`src/rtl/sdcard_arb.sv`:
```
`default_nettype none
// ============================================================================
//  Module   : sdcard_arb
//  Purpose  : Two-requester round-robin arbiter in front of one sdcard phy.
//             Hands one 512-beat block command at a time to the phy, routes
//             the data beats between the phy and the owning requester, then
//             releases the phy.
//  Ports    : clk_i/rst_i          clock, asynchronous active-low reset
//             rN_cmd_*             requester N command FIFO (pop/dir/addr/empty)
//             rN_rx_* / rN_tx_*    requester N read-byte / write-byte FIFOs
//             rN_err_o             one-cycle pulse, requester N command rejected
//             rx_data_o            shared read byte (straight from the phy)
//             phy_cmd_* / phy_rx_* / phy_tx_*   phy-side FIFO view
//             blkcnt_i             card size in blocks
//             owner_o / busy_o     current owner / arbiter holds the phy
//  Options  : SDCARD_ARB_WRPROT_EN adds wrprot_i; when high, write commands
//             are rejected like out-of-range commands.
//  Revision : 1.0  initial release
// ============================================================================
module sdcard_arb #(
  parameter int ADDRBITSZ = 32,
  parameter int BLKSZ     = 512
) (
  input  logic                 clk_i,
  input  logic                 rst_i,
`ifdef SDCARD_ARB_WRPROT_EN
  input  logic                 wrprot_i,
`endif
  // requester 0
  output logic                 r0_cmd_pop_o,
  input  logic                 r0_cmd_data_i,
  input  logic [ADDRBITSZ-1:0] r0_cmd_addr_i,
  input  logic                 r0_cmd_empty_i,
  output logic                 r0_rx_push_o,
  input  logic                 r0_rx_full_i,
  output logic                 r0_tx_pop_o,
  input  logic                 r0_tx_empty_i,
  input  logic [7:0]           r0_tx_data_i,
  output logic                 r0_err_o,
  // requester 1
  output logic                 r1_cmd_pop_o,
  input  logic                 r1_cmd_data_i,
  input  logic [ADDRBITSZ-1:0] r1_cmd_addr_i,
  input  logic                 r1_cmd_empty_i,
  output logic                 r1_rx_push_o,
  input  logic                 r1_rx_full_i,
  output logic                 r1_tx_pop_o,
  input  logic                 r1_tx_empty_i,
  input  logic [7:0]           r1_tx_data_i,
  output logic                 r1_err_o,
  // shared read byte
  output logic [7:0]           rx_data_o,
  // phy side
  input  logic                 phy_cmd_pop_i,
  output logic                 phy_cmd_data_o,
  output logic [ADDRBITSZ-1:0] phy_cmd_addr_o,
  output logic                 phy_cmd_empty_o,
  input  logic                 phy_rx_push_i,
  input  logic [7:0]           phy_rx_data_i,
  output logic                 phy_rx_full_o,
  input  logic                 phy_tx_pop_i,
  output logic [7:0]           phy_tx_data_o,
  output logic                 phy_tx_empty_o,
  input  logic [ADDRBITSZ-1:0] blkcnt_i,
  output logic                 owner_o,
  output logic                 busy_o
);

  localparam int              c_CW        = (BLKSZ > 1) ? $clog2(BLKSZ) : 1;
  localparam logic [c_CW-1:0] c_LAST_BEAT = c_CW'(BLKSZ - 1);

  typedef enum logic [1:0] {
    ST_IDLE  = 2'd0,
    ST_CHECK = 2'd1,
    ST_GRANT = 2'd2,
    ST_XFER  = 2'd3
  } state_t;

  state_t          r_state;
  logic            r_owner;
  logic            r_rr_last;
  logic            r_dir;
  logic [c_CW-1:0] r_cntr;

  logic                 w_own_dir;
  logic [ADDRBITSZ-1:0] w_own_addr;
  logic                 w_wp;
  logic                 w_reject;
  logic                 w_chk_rej;
  logic                 w_cmd_pop;
  logic                 w_rd;
  logic                 w_wr;
  logic                 w_beat;

  // The owner's command stays at the head of its FIFO until popped, so the
  // phy-side command fields are a straight mux of the owner's FIFO head.
  assign w_own_dir  = r_owner ? r1_cmd_data_i : r0_cmd_data_i;
  assign w_own_addr = r_owner ? r1_cmd_addr_i : r0_cmd_addr_i;

`ifdef SDCARD_ARB_WRPROT_EN
  assign w_wp = wrprot_i & w_own_dir;
`else
  assign w_wp = 1'b0;
`endif

  assign w_reject  = (w_own_addr >= blkcnt_i) | w_wp;
  assign w_chk_rej = (r_state == ST_CHECK) & w_reject;
  // Rejected commands are dropped from the requester FIFO without the phy
  // ever seeing them; granted ones are popped together with the phy pop.
  assign w_cmd_pop = w_chk_rej | ((r_state == ST_GRANT) & phy_cmd_pop_i);

  // Only strobes matching the latched direction are forwarded and counted.
  assign w_rd   = (r_state == ST_XFER) & ~r_dir;
  assign w_wr   = (r_state == ST_XFER) &  r_dir;
  assign w_beat = (w_rd & phy_rx_push_i) | (w_wr & phy_tx_pop_i);

  assign r0_cmd_pop_o = w_cmd_pop & ~r_owner;
  assign r1_cmd_pop_o = w_cmd_pop &  r_owner;
  assign r0_err_o     = w_chk_rej & ~r_owner;
  assign r1_err_o     = w_chk_rej &  r_owner;
  assign r0_rx_push_o = w_rd & phy_rx_push_i & ~r_owner;
  assign r1_rx_push_o = w_rd & phy_rx_push_i &  r_owner;
  assign r0_tx_pop_o  = w_wr & phy_tx_pop_i  & ~r_owner;
  assign r1_tx_pop_o  = w_wr & phy_tx_pop_i  &  r_owner;

  assign rx_data_o       = phy_rx_data_i;
  assign phy_cmd_empty_o = (r_state != ST_GRANT);
  assign phy_cmd_data_o  = (r_state == ST_GRANT) & w_own_dir;
  assign phy_cmd_addr_o  = (r_state == ST_GRANT) ? w_own_addr : '0;
  assign phy_rx_full_o   = w_rd & (r_owner ? r1_rx_full_i : r0_rx_full_i);
  assign phy_tx_empty_o  = ~w_wr | (r_owner ? r1_tx_empty_i : r0_tx_empty_i);
  assign phy_tx_data_o   = w_wr ? (r_owner ? r1_tx_data_i : r0_tx_data_i) : 8'h00;

  assign owner_o = r_owner;
  assign busy_o  = (r_state == ST_GRANT) | (r_state == ST_XFER);

  always_ff @(posedge clk_i or negedge rst_i) begin
    if (!rst_i) begin
      r_state   <= ST_IDLE;
      r_owner   <= 1'b0;
      r_rr_last <= 1'b1;   // requester 0 wins the first tie
      r_dir     <= 1'b0;
      r_cntr    <= '0;
    end else begin
      case (r_state)
        ST_IDLE: begin
          if (!r0_cmd_empty_i || !r1_cmd_empty_i) begin
            if (!r0_cmd_empty_i && !r1_cmd_empty_i)
              r_owner <= ~r_rr_last;
            else
              r_owner <= r0_cmd_empty_i;  // the single pending requester
            r_state <= ST_CHECK;
          end
        end
        ST_CHECK: begin
          if (w_reject) begin
            r_rr_last <= r_owner;
            r_state   <= ST_IDLE;
          end else begin
            r_state   <= ST_GRANT;
          end
        end
        ST_GRANT: begin
          if (phy_cmd_pop_i) begin
            r_dir   <= w_own_dir;
            r_cntr  <= '0;
            r_state <= ST_XFER;
          end
        end
        ST_XFER: begin
          if (w_beat) begin
            if (r_cntr == c_LAST_BEAT) begin
              r_rr_last <= r_owner;
              r_state   <= ST_IDLE;
            end else begin
              r_cntr <= r_cntr + c_CW'(1);
            end
          end
        end
        default: r_state <= ST_IDLE;
      endcase
    end
  end

endmodule
`default_nettype wire

```
`config.mk`:
```
export PLATFORM = sky130hd
export DESIGN_NAME = sdcard_arb
export DESIGN_NICKNAME = d
export VERILOG_FILES = /design/src/rtl/sdcard_arb.sv
export SDC_FILE = /design/constraint.sdc
export NUM_CORES = 1
export LEC_CHECK = 0
export BUFFER_PORTS_ARGS = -buffer_cell sky130_fd_sc_hd__buf_2
export CAP_MARGIN = 30
export CORE_UTILIZATION = 45
export CTS_BUF_LIST = sky130_fd_sc_hd__clkbuf_2 sky130_fd_sc_hd__clkbuf_4 sky130_fd_sc_hd__clkbuf_8
export CTS_CLUSTER_SIZE = 20
export DETAILED_ROUTE_END_ITERATION = 6
export PLACE_DENSITY_LB_ADDON = 0.25
export SETUP_SLACK_MARGIN = 0.05
export SLEW_MARGIN = 0
export SYNTH_ARGS = -nofsm -noshare
export SYNTH_HDL_FRONTEND = slang
export SYNTH_SLANG_ARGS = --single-unit
```
`constraint.sdc`:
```
create_clock -name clk_i -period 7.3 [get_ports clk_i]
set_input_delay 0.365 -clock clk_i [delete_from_list [all_inputs] [get_ports clk_i]]
set_output_delay 0.365 -clock clk_i [all_outputs]
set_load 0.005 [all_outputs]
```
==> results.md <==
* Via count at 2681
* Power Total at 0.814 mW
* Seq cells post-synth at 14
* Worst setup EP type: output pin
* Peak VDD IR at 0.143 mV
* Gpl congestion at 0.792
* Cell with the most instances after synthesis: inv_1
* Pre-CTS setup slack at 3.99 ns
* Largest net degree at the start of global routing at 35
* Hold WC Path Type: in2async
* Drt pass-1 iters at 4
* Clock Pin Slew Worst Setup and Hold Paths at 0.06 ns
* Setup TNS at 0 ns
* Post-synth top cells: 35 x inv_1, 34 x ha_1, 32 x and2_1
* Root Buffer: clkbuf_8
* Yosys top cell area share at 17.2%
* Worst-margin pin slew at 0.871 ns
* Clk sinks at 14
* Final net count at 640
* Synthesized area at 0.00248 mm2
* Final period utilization at 48.7%
* Diodes inserted at 0
* Mapped Avg Cell Area at 7.97 um2
* Synth warn at 0
* CP Launch Type: flop
* Vias/cell at 4.95
* Total grt overflow at 0
* Critical path required time at 6.93 ns
* Cell Rows at 26
* Die Width at 76.2 um
* EDFF count, synth at 0
* Fin crit period at 3.56 ns
* Initial antenna violation count at 0
* Number of global-route vias before repair at 2644
* Setup Skew at 0.00107 ns
* WL final at 6.67 mm
* Maximum fanout along the worst path at 30
* Library cells used by synthesis at 44
* Syn Inst Count at 311
* Largest area contributor in the netlist: ha_1
* RSZ-0062 raised after global routing: no
* Cell Pwr Density at 239 mW/mm2
* Async set-reset flop share out of synthesis at 100%
* Rel. slew slack at 41.9%
* First-pass GRT wire length at 11.4 mm
* Synth Flop Type: dfrtp_1
* Max-cap violations at 0
* Sequential cell area fraction in the yosys report at 14.2%
* Htree depth at 1
* IO buf count at 178
* # hold bufs at CTS at 0
* Die area at 0.00581 mm2
* Critical R2R Launch: owner_o
* WS Path Type: reg2out
* Die height at 76.2 um
* Highest clock rate at 0.281 GHz
* Final Hold Fails at 0
* Io pins at 195
* 1st-iter DRT viols at 104
* WL/cell at 12.3 um
* Setup violations, final at 0
* Outcome: finished clean
* Worst setup startpoint: owner_o
* TritonCTS buffer count at 3
* Resize count post-CTS at 0
* Gr usage total at 23.2%
* DP Area at 0.00335 mm2
* Clk Latency, worst-skew pair at 0.25 ns
* Post-route cell area at 0.00341 mm2
* Top cells by area, synth: ha_1 17%, mux2_2 14%, dfrtp_1 13%, and2_1 8.1%, inv_1 5.3%
* Layout area overhead at 37.4%
* Detailed placer's ending HPWL at 5.67 mm
* Setup repair bufs after CTS at 0
* CTS Buffer Depth at 2
* Slew Viols, Final at 0
* Share of layout cells above drive strength 1 at 48.7%
* Worst setup margin at 3.74 ns
* Syn Nets at 478
* Number of routed nets with antenna violations at 0
* Core ar. at 0.00520 mm2
* Leakage at 2.01 nW
* Arr. time, crit path at 3.19 ns
* CTS tree: yes
* Initial Util at 47.6%
* DRC viols at 0
[cell families after synthesis]
family	share of synthesized area (%)
AO/OA/AOI/OAI	10.9
XOR/XNOR	1.77
adder cells (fa/ha/maj)	17.2
buffers and inverters	10.6
flip-flops	14.2
multiplexers	19.9
AND/OR/NAND/NOR	25.4
[state kept, by name, summed over array words and instances (netlist names), named ones only]
| register | flops |
|---|---|
| owner_o | 1 |
| r_cntr | 9 |
| r_dir | 1 |
| r_rr_last | 1 |
| r_state | 1 |
[power breakdown]
part | leakage, nW | switching [mW] | internal, mW | total (mW)
registers | 0.181 | 0.0553 | 0.102 | 0.157
logic | 1.80 | 0.285 | 0.294 | 0.579
clock network | 0.0288 | 0.0297 | 0.0478 | 0.0776
[worst max-delay path: stages, from the launching register on]
cell	delay, ns
dfrtp_2	0.68
buf_12	0.27
mux2_2	0.37
ha_1	0.31
nand4_1	0.16
nor3_2	0.26
o2111ai_2	0.16
a31oi_4	0.24
o21ai_1	0.17
a21oi_1	0.17
buf_2	0.13
[cells in the final DEF (no fill, tap or decap), types with 5 or more instances in the layout]
cell type / instances
a21oi_1: 19
and2_1: 32
and3_1: 6
buf_2: 178
dfrtp_1: 12
ha_1: 34
inv_1: 35
mux2_2: 31
mux2i_1: 13
nand2_1: 20
nand3_1: 9
nor2_1: 23
o21ai_0: 12
xnor2_1: 5
[layer usage]
metal	wire length [um]	vias to the layer above	part of all wire (%)	global-route usage [%]
met5	0	-	0	0
met4	71	0	1.1	5.58
met3	423	8	6.3	5.15
met2	3450	96	52	43.3
met1	2720	1203	41	26.6
li1	-	1374	-	-
[final timing paths]
| check | to | depth (start not counted) | slack, ns |
|---|---|---|---|
| setup / recovery | r1_cmd_pop_o | 10 | 3.74 |
| hold / removal | r_cntr[4] | 1 | 0.003 |
| setup reg to reg | r_rr_last | 9 | 4.36 |
| hold reg to reg | r_cntr[8] | 2 | 0.49 |
| max in group asynchronous | r_rr_last | 1 | 7.01 |
| min in group clk_i | owner_o | 3 | 0.39 |
[layout make-up]
class / count / area, um2
fillers: 484 / 1800
multi-input cells: 239 / 1870
flip-flops and latches: 14 / 353
clock buffers: 4 / 55.1
repair buffers: 179 / 911
well taps: 70 / 87.6
inverters: 36 / 135
[through the flow]
stage,std cells,hold WS (ns),util [%]
after floorplan,311,0.0694,-
after global placement,537,0.274,64.0
after detailed placement,538,0.282,64.4
after CTS,542,0.0120,65.5
after global routing,542,0.0222,65.5
final,542,0.00294,65.5
(Power assumes the default switching activity.)
